## config.mk

```make
export PLATFORM = sky130hd
export DESIGN_NAME = multi_channel_clock_divider
export DESIGN_NICKNAME = d
export VERILOG_FILES = /design/src/rtl/divider_pkg.sv /design/src/rtl/divider_channel.sv /design/src/rtl/multi_channel_clock_divider.sv
export SDC_FILE = /design/constraint.sdc
export NUM_CORES = 1
export LEC_CHECK = 0
export CAP_MARGIN = 15
export CORE_ASPECT_RATIO = 1.75
export CORE_UTILIZATION = 40
export CTS_BUF_LIST = sky130_fd_sc_hd__clkbuf_4
export CTS_CLUSTER_DIAMETER = 50
export CTS_CLUSTER_SIZE = 24
export DETAILED_ROUTE_END_ITERATION = 6
export DONT_BUFFER_PORTS = 1
export GPL_TIMING_DRIVEN = 1
export PLACE_DENSITY = 0.58
export REMOVE_ABC_BUFFERS = 1
export SYNTH_ARGS = -nofsm -noshare
export SYNTH_HDL_FRONTEND = slang
export SYNTH_HIERARCHICAL = 1
export SYNTH_SLANG_ARGS = --single-unit
```

## constraint.sdc

```tcl
create_clock -name clk -period 4.67 [get_ports clk]
set_input_delay 0.7005 -clock clk [delete_from_list [all_inputs] [get_ports clk]]
set_output_delay 0.7005 -clock clk [all_outputs]
set_load 0.02 [all_outputs]
```

## src/rtl/divider_pkg.sv

```systemverilog
// Shared constants and helpers for the multi-channel clock divider.
package divider_pkg;

    localparam int CLK_HZ_DEF      = 100_000_000;
    localparam int DEFAULT_HZ_DEF  = 1000;
    localparam int NUM_CH_DEF      = 4;
    localparam int CNT_W_DEF       = 27;

    // Half-period in clk cycles for a requested output frequency.
    function automatic int default_div(input int clk_hz, input int hz);
        return clk_hz / (2 * hz);
    endfunction

    // Width of a channel index; a single channel still needs one select bit.
    function automatic int ch_idx_w(input int n);
        return (n > 1) ? $clog2(n) : 1;
    endfunction

    localparam int DEFAULT_DIV_DEF = default_div(CLK_HZ_DEF, DEFAULT_HZ_DEF);
    localparam int CH_W_DEF        = ch_idx_w(NUM_CH_DEF);

    // A zero divisor would never wrap; treat it as the fastest rate, clk/2.
    function automatic logic [63:0] clamp_to_one(input logic [63:0] d);
        return (d == 64'd0) ? 64'd1 : d;
    endfunction

endpackage

```

## src/rtl/divider_channel.sv

```systemverilog
// One divider channel: active/shadow divisor, half-period counter, square wave and rise tick.
module divider_channel
    import divider_pkg::*;
#(
    parameter int CNT_W       = CNT_W_DEF,
    parameter int DEFAULT_DIV = DEFAULT_DIV_DEF
) (
    input  logic             clk,
    input  logic             rst_n,
    input  logic             i_wr,
    input  logic             i_cfgEn,
    input  logic [CNT_W-1:0] i_cfgDiv,
    input  logic             i_sync,
    output logic             o_pending,
    output logic             o_clkout,
    output logic             o_tick
);

    localparam logic [CNT_W-1:0] ONE     = CNT_W'(1);
    localparam logic [CNT_W-1:0] DIV_RST = CNT_W'(DEFAULT_DIV);

    logic [CNT_W-1:0] r_div;
    logic [CNT_W-1:0] r_shadow;
    logic             r_pending;
    logic             r_en;
    logic [CNT_W-1:0] r_cnt;
    logic             r_clkout;
    logic             r_tick;

    logic [CNT_W-1:0] w_newDiv;
    logic             w_wrap;

    assign w_newDiv  = CNT_W'(clamp_to_one(64'(i_cfgDiv)));
    assign w_wrap    = (r_cnt == (r_div - ONE));
    assign o_pending = r_pending;
    assign o_clkout  = r_clkout;
    assign o_tick    = r_tick;

    // Restart/direct-load events take priority over counting; a running channel only changes rate at a toggle.
    always_ff @(posedge clk or negedge rst_n) begin
        if (!rst_n) begin
            r_div     <= DIV_RST;
            r_shadow  <= DIV_RST;
            r_pending <= 1'b0;
            r_en      <= 1'b1;
            r_cnt     <= '0;
            r_clkout  <= 1'b0;
            r_tick    <= 1'b0;
        end else if (i_sync && i_wr) begin
            r_en      <= i_cfgEn;
            r_div     <= w_newDiv;
            r_pending <= 1'b0;
            r_cnt     <= '0;
            r_clkout  <= 1'b0;
            r_tick    <= 1'b0;
        end else if (i_sync && r_en) begin
            if (r_pending) begin
                r_div <= r_shadow;
            end
            r_pending <= 1'b0;
            r_cnt     <= '0;
            r_clkout  <= 1'b0;
            r_tick    <= 1'b0;
        end else if (i_wr && (!i_cfgEn || !r_en)) begin
            r_en      <= i_cfgEn;
            r_div     <= w_newDiv;
            r_pending <= 1'b0;
            r_cnt     <= '0;
            r_clkout  <= 1'b0;
            r_tick    <= 1'b0;
        end else if (r_en) begin
            if (i_wr) begin
                r_shadow  <= w_newDiv;
                r_pending <= 1'b1;
            end
            if (w_wrap) begin
                r_cnt    <= '0;
                r_clkout <= ~r_clkout;
                r_tick   <= ~r_clkout;
                if (r_pending) begin
                    r_div     <= r_shadow;
                    r_pending <= 1'b0;
                end
            end else begin
                r_cnt  <= r_cnt + ONE;
                r_tick <= 1'b0;
            end
        end else begin
            r_tick <= 1'b0;
        end
    end

endmodule

```

## src/rtl/multi_channel_clock_divider.sv

```systemverilog
// Runtime-programmable multi-channel clock divider: config decode, ready mux and sync fan-out.
module multi_channel_clock_divider
    import divider_pkg::*;
#(
    parameter int CLK_HZ      = CLK_HZ_DEF,
    parameter int NUM_CH      = NUM_CH_DEF,
    parameter int CNT_W       = CNT_W_DEF,
    parameter int DEFAULT_HZ  = DEFAULT_HZ_DEF,
    parameter int DEFAULT_DIV = default_div(CLK_HZ, DEFAULT_HZ),
    localparam int CH_W       = ch_idx_w(NUM_CH)
) (
    input  logic              clk,
    input  logic              rst_n,
    input  logic              cfg_valid,
    output logic              cfg_ready,
    input  logic [CH_W-1:0]   cfg_ch,
    input  logic [CNT_W-1:0]  cfg_div,
    input  logic              cfg_en,
    input  logic              sync,
    output logic [NUM_CH-1:0] clkout,
    output logic [NUM_CH-1:0] tick
);

    logic [NUM_CH-1:0] w_pending;
    logic [NUM_CH-1:0] w_wr;
    logic              w_ready;

    // Ready reflects the addressed channel; an unmapped index is always ready and its write is dropped.
    always_comb begin
        w_ready = 1'b1;
        for (int i = 0; i < NUM_CH; i++) begin
            if (cfg_ch == CH_W'(i)) begin
                w_ready = !w_pending[i];
            end
        end
    end

    // One-hot write strobe for the channel whose handshake completes this cycle.
    always_comb begin
        w_wr = '0;
        for (int i = 0; i < NUM_CH; i++) begin
            w_wr[i] = cfg_valid && (cfg_ch == CH_W'(i)) && !w_pending[i];
        end
    end

    assign cfg_ready = w_ready;

    for (genvar g = 0; g < NUM_CH; g++) begin : gen_ch
        divider_channel #(
            .CNT_W      (CNT_W),
            .DEFAULT_DIV(DEFAULT_DIV)
        ) u_ch (
            .clk      (clk),
            .rst_n    (rst_n),
            .i_wr     (w_wr[g]),
            .i_cfgEn  (cfg_en),
            .i_cfgDiv (cfg_div),
            .i_sync   (sync),
            .o_pending(w_pending[g]),
            .o_clkout (clkout[g]),
            .o_tick   (tick[g])
        );
    end

endmodule

```

==> run metrics <==
status=finished with violations; violated checks=design-rule violations, negative hold slack; DR WL/cell=22.7 um; crit path capture type=flip-flop; relative slew slack=29.7%; CP max FO=17; first-pass GRT wire length=108000 um; Max-cap violations=0; critical path class=flip-flop to flip-flop; commonest non-fill, non-tap cell in the layout=dfrtp_1; number of synthesized register bits=340; initial cell density of the core=40.4%; worst-margin pin slew=1.05 ns; top-area cell type share of the netlist area=33.5%; CTS Sinks=340; CTS tree=built; vias per cell=6.10; filler cell count=5253; Root Driver=clkbuf_4; H-tree depth=1; # port buffers=0; CP startpoint kind=flip-flop; Clk Latency, worst-skew pair=0.91 ns; Arr. time, crit path=5.08 ns; Net Sw Frac=43.7%; power per standard cell area=516 nW/um^2; Mapped Area=21500 um^2; hold_buf cts=34; switching power=5.18 mW; Internal=6.68 mW; commonest cells after routing, fill and taps aside=dfrtp_1, nor2_1, nand2_1; ys flop type=dfrtp_1; Post-synth ARST share=100%; fin util=43.2%; CTS max path bufs=3; routability cong.=0.893; Vias=18500; first drt pass iteration count=7; die height=309 um; Synth area leaders=dfrtp_1, dfstp_2, mux2_2, xnor2_1, nor2_1; Hold Violations, Final=329; Initial DRC Count=1332; fin. max-slew vios=0; die area=54800 um^2; Reg area=8570 um^2; ratio of cells with drive above 1 in the final layout=13.9%; total global-route track usage=25.5%; Num CTS Buffers=28; clk slew on worst S/H paths=0.26 ns; Mapped Cells=2377; Max IR drop VDD=0.208 mV; # setup viols final=0; RSZ-0062 raised after global routing=false; Post-synth EDFFs=0; Distinct cells, synth=73; maximum clock rate=0.232 GHz; number of cell rows=112; WHS=-0.517 ns; post-route ant nets=0; Setup TNS Final=0 ns; num ports=43; vias in the first global route=18400; nets@finish=2372; fin crit period=4.30 ns; GRT overflow=0; Remaining DRCs=2; Req. time, crit path=5.44 ns; Leakage Power=8.92 nW; Final period util=92.1%; min-delay worst type=primary input to asynchronous set/reset pin; YS warnings=6; Clock power frac=14.9%; Gate power share=41.6%; worst clock skew=0.0582 ns; Core Footprint=53300 um^2; area leader, netlist=dfrtp_1; multi-input logic area=12100 um^2; Mapped Avg Cell Area=9.05 um^2; HPWL Detailed=44000 um; sequential-to-total area share from yosys stat=39.8%; drt total wl=69000 um; maximum number of pins on one net before global-route repair=341; sequential share of power=43.5%; die width=177 um; Area Overhead vs Synth=6.80%; antenna violations before repair=2
==> Yosys cell counts, drive strengths merged (64+ instances only) <==
cell type	count
nand3b	70
xnor2	110
o21ai	156
xor2	74
nand3	118
mux2	112
nor2	250
nor3	83
dfrtp	288
clkbuf	116
nand2	225
nor4	64
==> cell type report <==
class / instances / share of cell area (%)
multi-input combinational: 1834 / 52.6
clock buffer: 31 / 1.01
antenna: 3 / 0.0327
tap: 684 / 3.72
timing repair buffer: 79 / 3.27
sequential: 340 / 37.3
clock inverter: 21 / 1.31
inverter: 47 / 0.768
==> per-layer routing <==
metal	track usage [%]	vias to the layer above	wire [um]
li1	-	8646	-
met3	3.07	217	2760
met5	0	-	0
met2	45.8	530	35600
met1	28.6	9133	26300
met4	15.0	0	4370
==> per-stage QoR <==
step                cells  power (mW)  area [um^2]  hold WS [ns]  setup WS, ns
finish               3039        11.9        23000        -0.517         0.368
CTS                  3034        11.9        22900        -0.614         0.376
global route         3037        12.7        23000        -0.606         0.143
detailed placement   2948        10.0        22000         0.413         0.457
global placement     2947        9.87        22000         0.414         0.519
floorplan            2221        8.54        20800         0.405         0.133
==> critical path: stages, from the launching register on <==
cell	delay [ns]
dfrtp_1	0.53
nor4_4	0.54
nand3_2	0.22
or4bb_1	0.53
a32oi_1	0.25
or4b_1	0.52
or4_1	0.65
a311o_1	0.60
a22o_1	0.32
==> path summary, 6_finish.rpt <==
| kind | startpoint | endpoint | slack, ns | cells past startpoint |
|---|---|---|---|---|
| max | gen_ch[2].u_ch/r_div[2] | gen_ch[2].u_ch/r_div[0] | 0.37 | 8 |
| min | rst_n | gen_ch[2].u_ch/r_shadow[21] | -0.52 | 0 |
| max reg2reg | gen_ch[2].u_ch/r_div[2] | gen_ch[2].u_ch/r_div[0] | 0.37 | 8 |
| min reg2reg | gen_ch[3].u_ch/r_shadow[0] | gen_ch[3].u_ch/r_shadow[0] | 0.52 | 2 |
| max in group asynchronous | rst_n | gen_ch[0].u_ch/r_cnt[5] | 4.56 | 0 |
| min in group clk | cfg_en | gen_ch[0].u_ch/o_clkout | 0.07 | 2 |
==> cells by family (layout without fill, tap and decap cells) <==
| kind of cell | count (synthesis) | count (layout) | share of synthesized area, % |
|---|---|---|---|
| AOI/OAI and AO/OA | 470 | 470 | 15.8 |
| xor gates and xnor gates | 184 | 184 | 7.49 |
| adders and majority gates | 8 | 8 | 0.465 |
| buffers and inverters | 203 | 178 | 4.26 |
| DFF | 340 | 340 | 39.8 |
| muxes | 125 | 125 | 6.52 |
| other | 0 | 3 | 0 |
| and+or+nand+nor | 1047 | 1047 | 25.6 |
==> what timing repair did <==
action | 4_1_cts | 5_1_grt
gates resized for setup | 0 | 0
buffers inserted | 0 | 0
endpoints found under the hold margin | 524 | 340
==> power by group through the flow <==
| stage | clock network, mW | logic [mW] | registers (mW) |
|---|---|---|---|
| after floorplan | 0 | 3.68 | 4.86 |
| after global placement | 0 | 4.72 | 5.15 |
| after detailed placement | 0 | 4.81 | 5.19 |
| after CTS | 1.83 | 4.91 | 5.14 |
| after global routing | 1.92 | 5.43 | 5.31 |
| final | 1.76 | 4.93 | 5.16 |
==> flip-flops by register name, indices dropped and copies added (netlist names) <==
signal	flops
gen_ch.u_ch/o_clkout	4
gen_ch.u_ch/o_pending	4
gen_ch.u_ch/o_tick	4
gen_ch.u_ch/r_cnt	108
gen_ch.u_ch/r_div	108
gen_ch.u_ch/r_en	4
gen_ch.u_ch/r_shadow	108
(Power assumes the default switching activity.)
